### config.mk
export PLATFORM = sky130hd
export DESIGN_NAME = ysyx_23060191_ifu_fetch
export DESIGN_NICKNAME = d
export VERILOG_FILES = /design/src/rtl/ysyx_23060191_ifu_pkg.sv /design/src/rtl/ysyx_23060191_ifu_buf.sv /design/src/rtl/ysyx_23060191_ifu_fetch.sv
export SDC_FILE = /design/constraint.sdc
export NUM_CORES = 1
export LEC_CHECK = 0
export ABC_CLOCK_PERIOD_IN_PS = 3400
export CAP_MARGIN = 10
export CORE_AREA = 2 2 128 130
export CTS_CLUSTER_DIAMETER = 60
export CTS_CLUSTER_SIZE = 10
export DETAILED_ROUTE_END_ITERATION = 6
export DIE_AREA = 0 0 130 132
export DONT_BUFFER_PORTS = 1
export PLACE_DENSITY = 0.68
export RECOVER_POWER = 25
export SETUP_SLACK_MARGIN = 0.05
export SYNTH_ARGS = -nofsm -noshare
export SYNTH_HDL_FRONTEND = slang
export SYNTH_HIERARCHICAL = 1
export SYNTH_SLANG_ARGS = --single-unit
### constraint.sdc
create_clock -name clk -period 3.4 [get_ports clk]
set_clock_uncertainty 0.15 [all_clocks]
set_input_delay 1.02 -clock clk [delete_from_list [all_inputs] [get_ports clk]]
set_output_delay 1.02 -clock clk [all_outputs]
set_load 0.005 [all_outputs]
### src/rtl/ysyx_23060191_ifu_pkg.sv
// ysyx_23060191_ifu_pkg: shared widths, reset PC, PC step and fetch FSM states
package ysyx_23060191_ifu_pkg;
  localparam int CPU_WIDTH = 32;
  localparam logic [CPU_WIDTH-1:0] RESET_PC = 32'h8000_0000;
  localparam logic [CPU_WIDTH-1:0] PC_STEP = 32'd4;
  typedef enum logic [1:0] {IFU_IDLE, IFU_REQ, IFU_HOLD, IFU_FLUSH} ifu_state_e;
endpackage

### src/rtl/ysyx_23060191_ifu_buf.sv
// ysyx_23060191_ifu_buf: one-entry pc/inst holding register with load/clear/valid
module ysyx_23060191_ifu_buf
  import ysyx_23060191_ifu_pkg::*;
(
  input  logic                 clk,
  input  logic                 rst_n,
  input  logic                 load,
  input  logic                 clear,
  input  logic [CPU_WIDTH-1:0] in_pc,
  input  logic [CPU_WIDTH-1:0] in_inst,
  output logic                 valid,
  output logic [CPU_WIDTH-1:0] pc,
  output logic [CPU_WIDTH-1:0] inst
);
  always_ff @(posedge clk or negedge rst_n) begin
    if (!rst_n) begin
      valid <= 1'b0;
      pc <= '0;
      inst <= '0;
    end else if (load) begin
      valid <= 1'b1;
      pc <= in_pc;
      inst <= in_inst;
    end else if (clear) begin
      valid <= 1'b0;
    end
  end
endmodule

### src/rtl/ysyx_23060191_ifu_fetch.sv
// ysyx_23060191_ifu_fetch: PC owner and fetch FSM feeding the IDU through a one-entry buffer
module ysyx_23060191_ifu_fetch
  import ysyx_23060191_ifu_pkg::*;
(
  input  logic                 clk,
  input  logic                 rst_n,
  output logic                 mem_req,
  output logic [CPU_WIDTH-1:0] mem_addr,
  input  logic [CPU_WIDTH-1:0] mem_rdata,
  input  logic                 mem_rvalid,
  output logic                 out_valid,
  input  logic                 out_ready,
  output logic [CPU_WIDTH-1:0] out_pc,
  output logic [CPU_WIDTH-1:0] out_inst,
  input  logic                 redirect_valid,
  input  logic [CPU_WIDTH-1:0] redirect_pc
);
  ifu_state_e state_q, state_d;
  logic [CPU_WIDTH-1:0] pc_q, pc_d, pend_pc, pend_d, pc_inc;
  logic load, clear;
  assign pc_inc = pc_q + PC_STEP;
  assign mem_addr = pc_q;
  always_ff @(posedge clk or negedge rst_n) begin
    if (!rst_n) begin
      state_q <= IFU_IDLE;
      pc_q <= RESET_PC;
      pend_pc <= '0;
    end else begin
      state_q <= state_d;
      pc_q <= pc_d;
      pend_pc <= pend_d;
    end
  end
  always_comb begin
    state_d = state_q;
    pc_d = pc_q;
    pend_d = pend_pc;
    load = 1'b0;
    clear = 1'b0;
    mem_req = 1'b0;
    case (state_q)
      IFU_IDLE: begin
        state_d = IFU_REQ;
        pc_d = redirect_valid ? redirect_pc : pc_q;
      end
      IFU_REQ: begin
        mem_req = 1'b1;
        if (redirect_valid) begin
          if (mem_rvalid) pc_d = redirect_pc;
          else begin
            pend_d = redirect_pc;
            state_d = IFU_FLUSH;
          end
        end else if (mem_rvalid) begin
          load = 1'b1;
          pc_d = pc_inc;
          state_d = IFU_HOLD;
        end
      end
      IFU_HOLD: begin
        // a redirect here drops the request issued from out_ready
        mem_req = out_ready && !redirect_valid;
        if (redirect_valid) begin
          clear = 1'b1;
          pc_d = redirect_pc;
          state_d = IFU_REQ;
        end else if (out_ready && mem_rvalid) begin
          load = 1'b1;
          pc_d = pc_inc;
        end else if (out_ready) begin
          clear = 1'b1;
          state_d = IFU_REQ;
        end
      end
      IFU_FLUSH: begin
        mem_req = 1'b1;
        if (redirect_valid) pend_d = redirect_pc;
        if (mem_rvalid) begin
          pc_d = redirect_valid ? redirect_pc : pend_pc;
          state_d = IFU_REQ;
        end
      end
      default: state_d = IFU_IDLE;
    endcase
  end
  ysyx_23060191_ifu_buf u_buf (
    .clk(clk),
    .rst_n(rst_n),
    .load(load),
    .clear(clear),
    .in_pc(pc_q),
    .in_inst(mem_rdata),
    .valid(out_valid),
    .pc(out_pc),
    .inst(out_inst)
  );
endmodule

==> flow_summary.ini <==
[sta]
setup_ws_ps = 590
slew_headroom_pct = 62.5
rsz0062_at_grt = no
clock.fmax_mhz = 356
slew_violations = 0
finalSetupViolCount = 0
hold_violations = 0
worst_pin_slew_ps = 557
setup_tns_ps = 0
holdWs_ps = 151
final.min_clock_period_ps = 2810
min_period_over_period_pct = 82.6

[die]
fp-row-count = 46
floorplan.die.height_um = 132
start_util_pct = 44.7
dieArea_mm2 = 0.0172
die_w_um = 130
design.core.area_mm2 = 0.0157
ios = 167

[clocking]
cts.sinks = 131
cts_root_buf = clkbuf_16
clk_pin_slew_ps = 60
cts_resized = 0
clockBufferDepth = 2
insertion_delay_ps = 420
cts_tree = yes
post_cts_buffers = 0
htree_levels = 4
hold_buffers = 0
cts_buffers = 17

[drt]
drc = 0
drt_iter0_drc = 386
met2_length_um = 8500
detail_route.first_pass.iterations = 5
top_layer_used = met4
wire_per_inst_um = 22.5
wl_met1_um = 8030
wl_met3_um = 1670
postRouteAntennaNets = 0
num_vias = 5051
wirelength_um = 18600
via_per_inst = 6.14

[layout]
n_fill_cell = 1404
layout.cells.non_filler = 823
design_area_mm2 = 0.00780
syn2layout_area_growth_pct = 10.9
final_util_pct = 49.6
antenna_cells = 0
seqCellArea_mm2 = 0.00328
multi_input_area_mm2 = 0.00348
final_common_cell = dfrtp_1
layout_common_cells = dfrtp_1, mux2_2, mux2_4, o21ai_0, nand2_1
drive_gt1_share_pct = 27.0
nNetsFinal = 669

[pwr]
ir_drop_mv = 0.636
total_power_mw = 8.25
leakagePower_nw = 3.25
p_per_area_mw_per_mm2 = 1060

[synthesis]
syn_nets = 676
yosys.area_share.adder_pct = 1.07
synthCells = 601
syn_avg_cell_area_um2 = 11.7
seq_area_frac_synth_pct = 46.7
yosysWarnings = 6
synth_top_family_by_area = multiplexers
synth-seq-cells = 131
synth_ff_type = dfrtp_1
ys_types = 72
synth-compound-area-share_pct = 16.6
synth-simple-area-share_pct = 10.4
synthArstFlopShare_pct = 100
synth_edf_count = 0
synth_area_mm2 = 0.00703
synth-xor-area-share_pct = 1.25
synth_mux_area_share_pct = 20.2

[min_path]
hold_path.class = primary input to asynchronous set/reset pin

[worst_setup_path]
cp-end-kind = output pin
reg2reg_slack_ps = 770
crit_fanout = 6
criticalPathCategory = flop to output pin
cp-start-kind = flop
cpPeakStageDelay_ps = 390
required_ps = 2230
slowest_stage = dfrtp_1
critPathTopFamily = flip-flops
crit_buf_inv = 1
crit_chain = inv_1 > ha_1 > nor2_1 > a21oi_1
crit_arrival_ps = 1640

[grt]
grt_usage_pct = 21.9
grt_pass1_vias = 5077
grt_pass1_wl_um = 29000
antenna_found_initial = 0
grt_overflow = 0
grt_max_degree = 132

[placement]
io_buffers = 0
dpl_cell_area_mm2 = 0.00720
place_ws_ps = 655
gp_congestion = 0.846
dpl.cell_count = 791
hpwlAfterDp_um = 12800

[run_status]
status = finished clean

[run]
max_cap_viol_count = 0
-- state kept, by name, indices dropped and copies added (netlist names) --
| name | cells |
|---|---|
| mem_addr | 32 |
| pend_pc | 32 |
| state_q | 2 |
| u_buf/inst | 32 |
| u_buf/pc | 32 |
| u_buf/valid | 1 |
-- worst reg2reg max path: cells and delay by family (launching register included) --
kind                     cells  cell delay (ps)
buffers and inverters        1              100
AND/OR/NAND/NOR              2              750
flip-flops                   1              390
adder cells (fa/ha/maj)      1              480
AO/OA/AOI/OAI                3              650
-- where the power goes --
group,total (mW),switching [mW],leakage (nW),internal [mW]
Sequential,3.25,0.901,1.58,2.35
Combinational,3.15,1.51,1.37,1.65
Clock,1.85,0.660,0.294,1.19
-- cell usage after synthesis, types with 3 or more instances --
cell      instances  area, um^2
and3_1            6        37.5
buf_6             6        67.6
a21o_1            5        37.5
mux2_4           49         736
nand2_1          32         120
dfrtp_1         130        3250
inv_1            13        48.8
o31ai_1           7        52.6
clkbuf_1         18        67.6
a22oi_1          10        75.1
o32a_1            3        30.0
nand3b_1          4        30.0
xnor2_1           6        52.6
o311ai_1          3        26.3
nor3_1            9        45.0
a31oi_1           7        43.8
nor2_1           18        67.6
a22o_1           23         201
buf_2            14        70.1
or3_1             4        25.0
o21a_1            6        45.0
o221ai_1          3        26.3
xor2_1            4        35.0
nand2b_1          7        43.8
ha_1              6        75.1
mux2i_1           3        30.0
and2_1            3        18.8
a221o_1           3        30.0
nand3_1          16        80.1
a221oi_1          8        70.1
o211ai_1          6        45.0
nor4_1            4        25.0
mux2_2           58         653
a21oi_1          21         105
nand4_1           6        37.5
o21ai_0          34         170
-- per-layer routing --
metal | vias to the layer above | track usage (%)
li1 | 2255 | -
met5 | - | 0
met1 | 2531 | 28.9
met4 | 0 | 9.02
met2 | 243 | 33.0
met3 | 22 | 7.06
-- layout make-up --
type / count / area share, %
Clock buffer: 22 / 5.95
Clock inverter: 10 / 1.69
Inverter: 14 / 0.674
Multi-Input combinational cell: 416 / 44.6
Sequential cell: 131 / 42.1
Tap cell: 216 / 3.47
Timing Repair Buffer: 14 / 1.51
-- cells by family after synthesis --
| kind of cell | after synthesis |
|---|---|
| xor+xnor | 10 |
| mux | 110 |
| buf+inv | 54 |
| fa+ha+maj | 6 |
| simple gates | 130 |
| flops | 131 |
| compound gates | 160 |
-- worst paths after layout --
kind                                        start                  endpoint  cells past startpoint
max                        state_q[1]$_DFFE_PN0P_                   mem_req                      4
min reg2reg                pend_pc[6]$_DFFE_PN0P_    pend_pc[6]$_DFFE_PN0P_                      1
max in group asynchronous                   rst_n  mem_addr[31]$_DFFE_PN1P_                      0
min in group clk           pend_pc[6]$_DFFE_PN0P_    pend_pc[6]$_DFFE_PN0P_                      1
min                                         rst_n   mem_addr[1]$_DFFE_PN0P_                      0
max reg2reg                state_q[0]$_DFFE_PN0P_  mem_addr[23]$_DFFE_PN0P_                      7
Note: power is estimated with default switching activity, not from simulation.
